### config.mk
export PLATFORM = sky130hd
export DESIGN_NAME = adsr_env
export DESIGN_NICKNAME = d
export VERILOG_FILES = /design/src/rtl/adsr_env.sv
export SDC_FILE = /design/constraint.sdc
export NUM_CORES = 1
export LEC_CHECK = 0
export CORE_UTILIZATION = 45
export CTS_CLUSTER_DIAMETER = 120
export CTS_CLUSTER_SIZE = 25
export DETAILED_ROUTE_END_ITERATION = 12
export GPL_ROUTABILITY_DRIVEN = 0
export PLACE_DENSITY = 0.71
export SKIP_LAST_GASP = 1
export SYNTH_ARGS = -nofsm -noshare
export SYNTH_HDL_FRONTEND = slang
export SYNTH_SLANG_ARGS = --single-unit
### constraint.sdc
create_clock -name clk -period 5.9 [get_ports clk]
set_input_delay 0.59 -clock clk [delete_from_list [all_inputs] [get_ports clk]]
set_output_delay 0.59 -clock clk [all_outputs]
set_load 0.005 [all_outputs]
### src/rtl/adsr_env.sv
// adsr_env -- ADSR envelope generator.
//
// Produces a signed fixed-point exponent in the range [-1.0, 0.0] that feeds
// the eexp stage directly. -1.0 is the floor (silence) and 0.0 is the peak.
// The envelope moves only on sample_tick cycles. Each stage adds or subtracts
// a per-tick step and saturates at that stage's bound.
//
// Ports:
//   clk           single clock; all state changes on the rising edge
//   reset_n       asynchronous active-low reset
//   sample_tick   one-cycle strobe, once per audio sample
//   gate          note-on level, sampled only on tick cycles
//   attack_step   per-tick rise toward the peak   (<= 0 : instant)
//   decay_step    per-tick fall toward sustain    (<= 0 : instant)
//   release_step  per-tick fall toward the floor  (<= 0 : instant)
//   sustain_level sustain target, used clamped to [-1.0, 0.0]
//   out           registered envelope level
//   out_valid     one-cycle strobe marking an out update
//   stage         current stage: IDLE=0 ATTACK=1 DECAY=2 SUSTAIN=3 RELEASE=4
//
// out_valid is a plain strobe with no ready/backpressure. It is high for
// exactly the cycle after each tick, which is the cycle in which out first
// shows the value computed on that tick. The consumer must take it then.
module adsr_env #(
  parameter int TOTAL_BITS      = 32,
  parameter int FRACTIONAL_BITS = 16
) (
  input  logic                         clk,
  input  logic                         reset_n,
  input  logic                         sample_tick,
  input  logic                         gate,
  input  logic signed [TOTAL_BITS-1:0] attack_step,
  input  logic signed [TOTAL_BITS-1:0] decay_step,
  input  logic signed [TOTAL_BITS-1:0] release_step,
  input  logic signed [TOTAL_BITS-1:0] sustain_level,
  output logic signed [TOTAL_BITS-1:0] out,
  output logic                         out_valid,
  output logic [2:0]                   stage
);

  localparam int W = TOTAL_BITS;
  localparam logic signed [W-1:0] ONE   = W'(1) << FRACTIONAL_BITS;
  localparam logic signed [W-1:0] FLOOR = -ONE;
  localparam logic signed [W-1:0] PEAK  = '0;

  typedef enum logic [2:0] {
    IDLE    = 3'd0,
    ATTACK  = 3'd1,
    DECAY   = 3'd2,
    SUSTAIN = 3'd3,
    RELEASE = 3'd4
  } stage_t;

  stage_t              state_q, state_d;
  logic signed [W-1:0] out_q, out_d;
  logic                prev_gate_q, prev_gate_d;
  logic                valid_q;

  // Sustain target limited to the legal output range.
  logic signed [W-1:0] sus_c;
  always_comb begin
    sus_c = sustain_level;
    if (sustain_level < FLOOR) sus_c = FLOOR;
    else if (sustain_level > PEAK) sus_c = PEAK;
  end

  // Arithmetic runs one bit wider than the ports so that a large step
  // cannot wrap before the saturation compare.
  logic signed [W:0] out_w, sus_w, floor_w;
  logic signed [W:0] atk_sum, dec_diff, rel_diff;
  assign out_w    = {out_q[W-1], out_q};
  assign sus_w    = {sus_c[W-1], sus_c};
  assign floor_w  = {FLOOR[W-1], FLOOR};
  assign atk_sum  = out_w + {attack_step[W-1], attack_step};
  assign dec_diff = out_w - {decay_step[W-1], decay_step};
  assign rel_diff = out_w - {release_step[W-1], release_step};

  // A step of zero or less makes that stage complete in a single tick.
  logic atk_instant, dec_instant, rel_instant;
  assign atk_instant = attack_step[W-1]  || (attack_step  == '0);
  assign dec_instant = decay_step[W-1]   || (decay_step   == '0);
  assign rel_instant = release_step[W-1] || (release_step == '0);

  logic rise;
  assign rise = gate && !prev_gate_q;

  always_comb begin
    state_d     = state_q;
    out_d       = out_q;
    prev_gate_d = prev_gate_q;

    if (sample_tick) prev_gate_d = gate;

    if (!(state_q inside {IDLE, ATTACK, DECAY, SUSTAIN, RELEASE})) begin
      // Corrupted encoding: fall back to a silent envelope at once,
      // whether or not this is a tick cycle.
      state_d = IDLE;
      out_d   = FLOOR;
    end else if (sample_tick) begin
      if (rise) begin
        // Retrigger keeps the current level so there is no click.
        state_d = ATTACK;
      end else if (!gate && (state_q inside {ATTACK, DECAY, SUSTAIN})) begin
        // Entering release keeps the level for this tick.
        state_d = RELEASE;
      end else begin
        unique case (state_q)
          IDLE: begin
            out_d = FLOOR;
          end
          ATTACK: begin
            if (atk_instant || !atk_sum[W]) begin
              out_d   = PEAK;
              state_d = DECAY;
            end else begin
              out_d = atk_sum[W-1:0];
            end
          end
          DECAY: begin
            if (dec_instant || (dec_diff <= sus_w)) begin
              out_d   = sus_c;
              state_d = SUSTAIN;
            end else begin
              out_d = dec_diff[W-1:0];
            end
          end
          SUSTAIN: begin
            // Track live changes to the sustain level.
            out_d = sus_c;
          end
          RELEASE: begin
            if (rel_instant || (rel_diff <= floor_w)) begin
              out_d   = FLOOR;
              state_d = IDLE;
            end else begin
              out_d = rel_diff[W-1:0];
            end
          end
          default: begin
            state_d = IDLE;
            out_d   = FLOOR;
          end
        endcase
      end
    end
  end

  always_ff @(posedge clk or negedge reset_n) begin
    if (!reset_n) begin
      state_q     <= IDLE;
      out_q       <= FLOOR;
      prev_gate_q <= 1'b0;
      valid_q     <= 1'b0;
    end else begin
      state_q     <= state_d;
      out_q       <= out_d;
      prev_gate_q <= prev_gate_d;
      valid_q     <= sample_tick;
    end
  end

  assign out       = out_q;
  assign out_valid = valid_q;
  assign stage     = state_q;

endmodule

==> summary.md, run 1 <==
| Metric | Value |
|---|---|
| CTS max path bufs | 2 |
| CP arrival | around 6.0 ns |
| CTS Hold Bufs | 0 |
| Die Area | about 20000 um2 |
| Row Count | 51 |
| CP startpoint kind | input port |
| CTS Buf Count | 5 |
| First-pass GRT wire length | ~50000 um |
| Avg Inst Size Synth | ~7.3 um2 |
| Initial Utilization | 45.9% |
| Post-Route WL | between 30000 and 40000 um |
| Most frequent cells in the layout | clkdlybuf4s50_1 (165), ha_1 (128), a21oi_1 (118) |
| LEAKAGE | around 0.0052 uW |
| Worst skew pair latency | 0.28 ns |
| Area grow syn2layout | 29.8% |
| Storage cell area | 946 um2 |
| Residual DRC | 0 |
| Slew margin rel. | 40.5% |
| Commonest non-fill, non-tap cell in the layout | clkdlybuf4s50_1 |
| Die height | roughly 140 um |
| Root buffer cell | clkbuf_16 |
| Antenna-violating nets left | 0 |
| Max-Cap Viols | 0 |
| Syn_nets | around 1500 |
| CTS tree | built |
| Fin crit period | ~5.8 ns |
| Mux contribution to synthesized area | 0.826% |
| Worst R2R Path Depth | 27 |
| Main combinational cell family by area after synthesis | compound AO/OA/AOI/OAI gates |
| Fillers | roughly 1800 |
| Yosys warns | 0 |
| Worst Path Required | around 6.1 ns |
| Kind of critical path | in -> reg |
| Tcrit/Tclk final | between 90% and 100% |
| FMAX | 0.173 GHz |
| Nets | 1685 |
| Final setup margin | 0.110 ns |
| Flops & latches, synth | 37 |
| Vias in the first global route | between 9000 and 10000 |
| CP max FO | 7 |
| XOR/XNOR share of the synthesized area | 7.64% |
| Initial antenna violation count | 0 |
| Num ports | about 170 |
| Slew @ Worst Pin | 0.890 ns |
| Layout cell share with drive strength beyond 1 | about a tenth |
| Antenna fix cells | 0 |
| Post-synth EDFFs | 0 |
| Drt first-iter violations | 1016 |
| Max H-tree Level | 2 |
| Worst R2R End | out[14] |
| RR Startpoint | out[0] |
| CTS sink cnt | 37 |
| 1st-pass router iterations | 6 |
| Seq/Total Area, Yosys | a little over a tenth |
| Top FF cell, synth | dfrtp_1 |
| Port Buffers | 167 |
| Vias per cell | slightly above 6 |
| DP Worst Slack | -0.0619 ns |
| VDD IR max | ~0.18 mV |
| Final hold violations | 0 |
| Max Transition Viols Final | 0 |
| Post-synth ARST share | 100% |
| PwrDens | 332 nW/um2 |
| Worst Skew | around 0.0041 ns |
| Final setup fails | 0 |
| Vias | between 10000 and 15000 |
| GRT Residual Overflow | 0 |
| Pin count of the biggest net entering global routing | 38 |
| Syn Std Cell Area | just under 9000 um2 |
| Multi-input gate area | 7660 um2 |
| Netlist cell types | 86 |
| Synth Area in Simple Gates | 22.4% |
| Wire per inst | a little under 20 um |
| Core area | between 15000 and 20000 um2 |
| Die X | 143 um |
| GRT Total Usage | 31.4% |
| Syn Inst Count | between 1000 and 1500 |
| Adder-Cell Fraction of Synth Area | approximately a fifth |
| CTS clk-pin slew, worst paths | around 0.060 ns |
| Total chip power | 3860 uW |
| Crit. End Element | flop |
| Min-Delay Path Class | in -> async |
| Reg2Reg Setup Slack | 0.19 ns |
| Status | completed |
| Hpwl dp | approximately 28000 um |
| Synth Area in Compound Gates | ~34% |
cell usage after synthesis (6+ instances only):
library cell,instances,area [um2]
a222oi_1,11,110
a211o_1,9,78.8
a21oi_1,120,601
ha_1,130,1630
a21boi_0,6,45.0
a21o_1,53,398
or3_1,10,62.6
nand2_1,111,417
nand3_1,15,75.1
a22oi_1,8,60.1
and3_1,9,56.3
dfrtp_1,21,526
nor4_1,35,219
buf_2,10,50.1
dfstp_2,16,420
inv_1,93,349
o21ai_0,65,325
xnor2_1,49,429
a211oi_1,13,97.6
o21a_1,13,97.6
and2_1,18,113
nor2b_1,9,56.3
o31ai_1,6,45.0
nor3_1,22,110
nand2b_1,21,131
o21bai_1,14,105
nand4_1,27,169
nor2_1,98,368
o211ai_1,10,75.1
xor2_1,29,254
a31oi_1,20,125
a221o_1,18,180
clkbuf_1,24,90.1
o2111ai_1,7,61.3
power by group:
part	leakage, uW	internal, uW	switching (uW)
clock network	0.0000813	194	112
registers	0.000454	351	162
logic	0.00464	1330	1710
layer usage:
layer | global-route usage, % | vias to the layer above | routed length [um]
met3 | 2.65 | 51 | 2670
met4 | 9.79 | 0 | 815
met2 | 50.8 | 484 | 14600
met1 | 44.0 | 4876 | 14800
met5 | 0 | - | 0
li1 | - | 5040 | -
worst max path at each step:
stage / start / to / depth (start not counted)
floorplan: decay_step[0] / out[6] / 27
global placement: decay_step[0] / out[25] / 26
detailed placement: decay_step[0] / stage[0] / 25
CTS: decay_step[0] / out[0] / 26
global route: decay_step[1] / out[0] / 26
finish: decay_step[1] / out[14] / 26
through the flow:
step	cells	hold WS [ns]	cell area [um2]	setup TNS [ns]	util [%]
2_1_floorplan	1225	0.294	8940	0	-
3_3_place_gp	1672	0.555	11200	-0.0246	57.6
3_5_place_dp	1672	0.557	11200	-0.460	57.6
4_1_cts	1680	0.426	11400	0	58.5
5_1_grt	1686	0.473	11600	-1.84	59.6
6_report	1686	0.417	11600	0	59.6
critical path, stage by stage:
cell	delay, ns
clkdlybuf4s50_1	0.48
inv_1	0.08
fa_2	0.39
a211o_1	0.32
nand4_1	0.14
a211oi_2	0.10
o31ai_1	0.23
buf_4	0.17
a311oi_2	0.10
a31oi_1	0.25
nand2b_4	0.18
nand2b_1	0.07
mux2i_1	0.15
or3_4	0.41
ha_4	0.28
nand3_1	0.09
nor3_2	0.29
and3_1	0.22
nand3_2	0.15
o2111ai_4	0.13
buf_6	0.14
a211oi_4	0.09
buf_4	0.20
a222oi_1	0.33
nor2_1	0.08
a221o_1	0.29
logic make-up (layout without fill, tap and decap cells):
| logic type | Yosys count | count (layout) |
|---|---|---|
| XOR/XNOR | 78 | 78 |
| adder cells (fa/ha/maj) | 133 | 133 |
| AO/OA/AOI/OAI | 440 | 440 |
| AND/OR/NAND/NOR | 398 | 398 |
| buffers and inverters | 132 | 328 |
| flip-flops | 37 | 37 |
| multiplexers | 7 | 7 |
cell type report:
type                            count  share of cell area, %
Multi-Input combinational cell   1056                   66.0
Clock buffer                        7                   1.41
Timing Repair Buffer              227                   18.5
Clock inverter                      1                 0.0647
Sequential cell                    37                   8.15
Tap cell                          265                   2.86
Inverter                           93                   3.01
sequential cells by signal, indices dropped and copies added, names as in the netlist:
register,cells
out_valid,1
prev_gate_q,1
stage,3
out,32
repair_timing:
action                                  4_1_cts  5_1_grt
buffers inserted                              0        5
endpoints found under the setup margin        0       33
gates resized for setup                       0       39
Note: power is estimated with default switching activity, not from simulation.
==> run 2: changes to the inputs <==
--- a/config.mk
+++ b/config.mk
@@ -5,12 +5,13 @@
 export SDC_FILE = /design/constraint.sdc
 export NUM_CORES = 1
 export LEC_CHECK = 0
-export CORE_UTILIZATION = 45
+export ABC_CLOCK_PERIOD_IN_PS = 5900
+export CORE_UTILIZATION = 50
 export CTS_CLUSTER_DIAMETER = 120
 export CTS_CLUSTER_SIZE = 25
 export DETAILED_ROUTE_END_ITERATION = 12
 export GPL_ROUTABILITY_DRIVEN = 0
-export PLACE_DENSITY = 0.71
+export PLACE_DENSITY = 0.77
 export SKIP_LAST_GASP = 1
 export SYNTH_ARGS = -nofsm -noshare
 export SYNTH_HDL_FRONTEND = slang
==> run 2 against run 1 <==
Against the previous run:
- total power decreased by 2.9%
- first-iteration DRC count increased by 5.3%
- die area decreased by 9.9%
- non-clock buffer count decreased by 5
- register-to-register slack improved by 0.26 ns
- flip-flop and latch count unchanged
- clock skew increased by 0.0014 ns
- cell count decreased by 2.7%
- wire length decreased by 2.1%
- clock power decreased by 11%
- combinational power decreased by 3%
- largest power group unchanged
==> summary.md, run 2 (synthesis results as in run 1) <==
| Metric | Value |
|---|---|
| Dpl cells | 1631 (-2.5%) |
| Max Transition Viols Final | 0 (unchanged) |
| Final setup fails | 0 (unchanged) |
| Initial Utilization | 51.5% (+5.6 points) |
| Worst Skew | 0.00547 ns (+0.00139 ns) |
| CTS clk-pin slew, worst paths | 0.06 ns (about the same) |
| Vias in the first global route | 9581 (-1.4%) |
| CP arrival | 5.80 ns (-0.16 ns) |
| Antenna fix cells | 0 (unchanged) |
| Worst Path Required | 6.07 ns (about the same) |
| Initial antenna violation count | 0 (unchanged) |
| Layout cell share with drive strength beyond 1 | 8.19% (-1.4 points) |
| Residual DRC | 0 (unchanged) |
| Max-Cap Viols | 0 (unchanged) |
| Worst R2R Path Depth | 27 (unchanged) |
| VDD IR max | 0.166 mV (-7.1%) |
| Commonest non-fill, non-tap cell in the layout | clkdlybuf4s50_1 |
| CTS max path bufs | 2 (unchanged) |
| Critical path launch point | decay_step[0] |
| Num ports | 168 (unchanged) |
| Max FFs per register | 32 (unchanged) |
| Port Buffers | 167 (unchanged) |
| CTS tree | built |
| LEAKAGE | 0.00512 uW (-1.1%) |
| Die height | 136 um (-5.1%) |
| Die Area | 18400 um2 (-9.9%) |
| Root buffer cell | clkbuf_16 |
| CTS sink cnt | 37 (unchanged) |
| Post-DP Area | 11200 um2 (-0.51%) |
| PwrDens | 329 nW/um2 (-0.96%) |
| Non-Filler Cell Area, Final | 11400 um2 (-1.9%) |
| Worst setup endpoint | out[12] |
| CTS Buf Count | 5 (unchanged) |
| Status | completed |
| Tcrit/Tclk final | 95.5% (-2.7 points) |
| Area grow syn2layout | 27.3% |
| Antenna-violating nets left | 0 (unchanged) |
| GRT Residual Overflow | 0 (unchanged) |
| Max H-tree Level | 2 (unchanged) |
| Vias per cell | 6.41 (+3.3%) |
| 1st-pass router iterations | 9 (+3) |
| GRT Total Usage | 34.3% (+2.9 points) |
| FMAX | 0.178 GHz (+2.8%) |
| Fillers | 1534 (-16%) |
| Wire per inst | 19.6 um (+0.56%) |
| Pin count of the biggest net entering global routing | 38 (unchanged) |
| Reg2Reg Setup Slack | 0.45 ns (+0.26 ns) |
| Final Non-Filler Cells | 1641 (-2.7%) |
| RR Startpoint | out[0] |
| CP startpoint kind | input port |
| Nets | 1680 (-0.30%) |
| Crit. End Element | flop |
| Most frequent cells in the layout | clkdlybuf4s50_1 (166), ha_1 (130), a21oi_1 (119) |
| Fin crit period | 5.63 ns (-0.158 ns) |
| Worst skew pair latency | 0.29 ns (about the same) |
| Drt first-iter violations | 1070 (+5.3%) |
| Core area | 17400 um2 (-11%) |
| Final Hold Slack | 0.392 ns (-0.0252 ns) |
| CP max FO | 18 (+11) |
| Worst R2R End | out[12] |
| Kind of critical path | in -> reg |
| Die X | 136 um (-5.1%) |
| First-pass GRT wire length | 49500 um (-1.8%) |
| Hpwl dp | 26900 um (-2.4%) |
| Min-Delay Path Class | in -> async |
| Final hold violations | 0 (unchanged) |
| Slew @ Worst Pin | 0.870 ns (-0.0197 ns) |
| Post-Route WL | 32200 um (-2.1%) |
| Row Count | 48 (-5.9%) |
| Utilization after layout | 65.6% (+5.9 points) |
| Vias | 10500 (+0.58%) |
| Slew margin rel. | 41.8% (+1.3 points) |
## run 2: cell count changes in the layout (fill, tap and decap cells not counted), moves of 2 or more
cell / delta
o2111ai_1: +2
buf_4: -2
buf_6: -3
ha_1: +2
a2111oi_0: +2
a2111oi_2: -2
## run 2: how the worst min path moves through the flow
stage	from	to	slack (ns)	cells after the start
floorplan	reset_n	out[0]	0.29	0
detailed placement	out[30]	out[30]	0.55	2
finish	reset_n	stage[0]	0.39	1
global placement	out[30]	out[30]	0.55	2
global route	reset_n	out_valid	0.46	1
CTS	reset_n	out_valid	0.42	1
## run 2: where the power goes
| part | leakage, uW | internal, uW | switching (uW) |
|---|---|---|---|
| combinational | 0.00459 | 1280 | 1670 |
| sequential | 0.000454 | 351 | 165 |
| clock | 0.0000743 | 166 | 107 |
| total | 0.00512 | 1800 | 1940 |
## run 2: repair_timing
item                                    4_1_cts  5_1_grt
hold buffers                                  0        0
endpoints found under the setup margin        0       33
setup buffers                                 0        2
resized for setup                             0       15
## run 2: critical path: stages
cell and delay (ns):
clkdlybuf4s50_1 0.48, ha_1 0.17, inv_1 0.05, fa_1 0.39
a211o_1 0.28, nand4_1 0.12, a211oi_2 0.09, o31ai_1 0.20
buf_4 0.16, a311oi_1 0.11, a31oi_1 0.23, nand2b_1 0.16
nand2b_1 0.07, mux2i_1 0.13, or3_1 0.38, ha_1 0.30
nand3_1 0.09, nor3_2 0.17, and3_1 0.20, nand3_2 0.12
o2111ai_1 0.13, buf_4 0.17, a211oi_4 0.08, buf_6 0.19
a222oi_1 0.36, nor2_1 0.08, a221o_1 0.29
## run 2: stage by stage
| stage | power, uW | TNS [ns] | setup slack, ns |
|---|---|---|---|
| 6_report | 3750 | 0 | 0.268 |
| 5_1_grt | 4010 | -0.158 | -0.0325 |
| 4_1_cts | 3610 | 0 | 0.116 |
| 3_5_place_dp | 3330 | -1.88 | -0.157 |
| 3_3_place_gp | 3280 | -0.462 | -0.0555 |
| 2_1_floorplan | 2390 | 0 | 0.459 |
## run 2: metal layers
layer	part of all wire (%)	global-route usage, %
met5	0	0
met4	2.9	11.0
met3	9.6	3.82
met2	43	54.1
met1	44	48.3
## run 2: final cells by class
| cell class | instances | area, um2 | share of cell area (%) |
|---|---|---|---|
| clock buffer | 6 | 139 | 1.22 |
| clock inverter | 2 | 8.76 | 0.0769 |
| inverter | 93 | 349 | 3.07 |
| multi-input combinational | 1056 | 7560 | 66.4 |
| sequential | 37 | 946 | 8.31 |
| tap | 225 | 282 | 2.47 |
| timing repair buffer | 222 | 2100 | 18.4 |
==> run 3: changes to the inputs <==
--- a/config.mk
+++ b/config.mk
@@ -5,7 +5,7 @@
 export SDC_FILE = /design/constraint.sdc
 export NUM_CORES = 1
 export LEC_CHECK = 0
-export ABC_CLOCK_PERIOD_IN_PS = 5900
+export ABC_CLOCK_PERIOD_IN_PS = 5950
 export CORE_UTILIZATION = 50
 export CTS_CLUSTER_DIAMETER = 120
 export CTS_CLUSTER_SIZE = 25
@@ -13,6 +13,7 @@
 export GPL_ROUTABILITY_DRIVEN = 0
 export PLACE_DENSITY = 0.77
 export SKIP_LAST_GASP = 1
+export SLEW_MARGIN = 20
 export SYNTH_ARGS = -nofsm -noshare
 export SYNTH_HDL_FRONTEND = slang
 export SYNTH_SLANG_ARGS = --single-unit
==> constraint.sdc (replaced) <==
create_clock -name clk -period 5.95 [get_ports clk]
set_input_delay 0.595 -clock clk [delete_from_list [all_inputs] [get_ports clk]]
set_output_delay 0.595 -clock clk [all_outputs]
set_load 0.005 [all_outputs]
==> run 3 against run 2 <==
Against the previous run:
- clock-buffer cell count increased by 1
- utilization rose by 1.6 points
- non-clock buffer count up 27
- critical path depth rose by 1
- setup slack got worse by 0.15 ns
- total power is 2.9% higher
- via count rose by 2.5%
- hold slack better by 0.026 ns
- clock power up 9.5%
- wire length increased by 3.0%
- critical path type unchanged
==> summary.md, run 3 (synthesis results as in run 1) <==
| Metric | Value |
|---|---|
| Hpwl dp | 27500 um (+2.2%) |
| Tcrit/Tclk final | 97.9% |
| CTS Buf Count | 5 (unchanged) |
| Logic pwr share | 79.1% (+0.2 points) |
| CTS sink cnt | 37 (unchanged) |
| Post-Route WL | 33200 um (+3.0%) |
| Core area | 17400 um2 (unchanged) |
| Worst Skew | 0.00492 ns (-0.000544 ns) |
| Status | completed |
| Vias in the first global route | 9881 (+3.1%) |
| Total chip power | 3850 uW (+2.9%) |
| Fillers | 1504 (-2.0%) |
| Final hold violations | 0 (unchanged) |
| Crit. End Element | flop |
| Vias per cell | 6.46 (+0.85%) |
| CP arrival | 5.99 ns (+0.19 ns) |
| Fin crit period | between 5 and 6 ns |
| GRT Total Usage | 35.1% (+0.75 points) |
| Pin count of the biggest net entering global routing | 38 (unchanged) |
| CTS tree | built |
| Wire per inst | 19.9 um (+1.3%) |
| Worst skew pair latency | 0.29 ns (about the same) |
| Worst R2R End | out[8] |
| Reg2Reg Setup Slack | 0.22 ns (-0.23 ns) |
| FMAX | around 0.17 GHz |
| VDD IR max | 0.171 mV (+2.9%) |
| Initial Utilization | 51.5% (unchanged) |
| Max-Cap Viols | 0 (unchanged) |
| CP max FO | 6 (-12) |
| CTS max path bufs | 2 (unchanged) |
| Final Hold Slack | 0.418 ns (+0.0259 ns) |
| Drt first-iter violations | 1131 (+5.7%) |
| Max Transition Viols Final | 0 (unchanged) |
| Final setup fails | 0 (unchanged) |
| Num ports | 168 (unchanged) |
| Slew @ Worst Pin | 0.859 ns (-0.0111 ns) |
| Row Count | 48 (unchanged) |
| Kind of critical path | in -> reg |
| Antenna fix cells | 0 (unchanged) |
| Die X | 136 um (unchanged) |
| Antenna-violating nets left | 0 (unchanged) |
| Sequential share of power | 13.1% (-0.7 points) |
| Worst setup endpoint | out[8] |
| 1st-pass router iterations | 6 (-3) |
| Die height | 136 um (unchanged) |
| Layout cell share with drive strength beyond 1 | 10.5% (+2.3 points) |
| Residual DRC | 0 (unchanged) |
| CP startpoint kind | input port |
| Min-Delay Path Class | in -> async |
| Critical path launch point | decay_step[1] |
| First-pass GRT wire length | 50700 um (+2.5%) |
| Max H-tree Level | 2 (unchanged) |
| Internal power | 1880 uW (+4.5%) |
| Worst R2R Path Depth | 29 (+7.4%) |
| Commonest non-fill, non-tap cell in the layout | clkdlybuf4s50_1 |
| CTS Hold Bufs | 0 (unchanged) |
| Root buffer cell | clkbuf_16 |
| GRT Residual Overflow | 0 (unchanged) |
| Max FFs per register | 32 (unchanged) |
| Port Buffers | 167 (unchanged) |
| Vias | 10800 (+2.5%) |
| Most frequent cells in the layout | clkdlybuf4s50_1 (165), ha_1 (128), a21oi_1 (120) |
| Slew margin rel. | 42.6% (+0.74 points) |
| CTS clk-pin slew, worst paths | 0.06 ns (about the same) |
| Area grow syn2layout | 30.4% |
| PwrDens | 331 nW/um2 (+0.46%) |
| RR Startpoint | out[0] |
| Net Sw Frac | 51.1% (-0.76 points) |
| Psw | 1970 uW (+1.4%) |
| Die Area | 18400 um2 (unchanged) |
| Clock power frac | 7.8% (+0.5 points) |
| Initial antenna violation count | 0 (unchanged) |
| Worst Path Required | 6.12 ns (+0.05 ns) |
| Nets | 1707 (+1.6%) |
| LEAKAGE | 0.00528 uW (+3.1%) |
-- run 3: stage by stage --
step | worst slack (ns) | util (%) | TNS, ns | cells | cell area (um2)
after floorplan | 0.504 | - | 0 | 1225 | 8940
after global placement | -0.0514 | 65.2 | -0.252 | 1654 | 11300
after detailed placement | -0.254 | 65.2 | -3.86 | 1654 | 11300
after CTS | 0.00755 | 66.2 | 0 | 1662 | 11500
after global routing | -0.0357 | 67.2 | -0.257 | 1668 | 11700
final | 0.123 | 67.2 | 0 | 1668 | 11700
-- run 3: what timing repair did --
item	in CTS	in global routing
buffers inserted	0	6
gates resized for setup	0	23
endpoints found under the setup margin	0	32
-- run 3: final cells by class --
type | count | area (um2) | area share [%]
Clock buffer | 7 | 164 | 1.41
Clock inverter | 1 | 7.51 | 0.0644
Inverter | 93 | 349 | 2.99
Multi-Input combinational cell | 1056 | 7610 | 65.3
Sequential cell | 37 | 946 | 8.11
Tap cell | 225 | 282 | 2.41
Timing Repair Buffer | 249 | 2300 | 19.7
-- run 3: power by group through the flow --
stage | Sequential (uW) | Combinational, uW | Clock (uW)
global route | 506 | 3300 | 308
finish | 505 | 3050 | 299
detailed placement | 497 | 2880 | 0
CTS | 494 | 2900 | 299
floorplan | 427 | 1940 | 0
global placement | 494 | 2820 | 0
-- run 3: worst min-delay path by stage --
stage | cells after the start | slack (ns) | endpoint | from
2_1_floorplan | 0 | 0.30 | out[0] | reset_n
3_3_place_gp | 2 | 0.55 | out[30] | out[30]
4_1_cts | 1 | 0.43 | prev_gate_q | reset_n
5_1_grt | 1 | 0.47 | prev_gate_q | reset_n
3_5_place_dp | 2 | 0.55 | out[28] | out[28]
6_report | 1 | 0.42 | prev_gate_q | reset_n
-- run 3: worst max-delay path, stage by stage --
cell and delay [ns]:
clkdlybuf4s50_1 0.50, inv_2 0.06, fa_2 0.38, a211o_1 0.32
nand4_1 0.13, a211oi_2 0.09, o31ai_1 0.25, buf_4 0.17
a311oi_2 0.11, a31oi_1 0.27, nand2b_4 0.19, nand2b_1 0.07
mux2i_1 0.14, or3_4 0.40, ha_4 0.27, nand3_1 0.08
nor3_2 0.21, and3_1 0.20, nand3_2 0.11, a31oi_4 0.17
buf_4 0.15, a211oi_4 0.07, buf_6 0.17, buf_12 0.13
buf_4 0.13, a22oi_1 0.21, a21oi_1 0.10, a221o_1 0.30
-- run 3: routing by layer --
layer	up-vias	part of all wire, %	track usage (%)
met5	-	0	0
li1	5081	-	-
met1	5041	42	47.8
met3	64	10	4.56
met4	0	3.0	11.7
met2	590	45	56.5
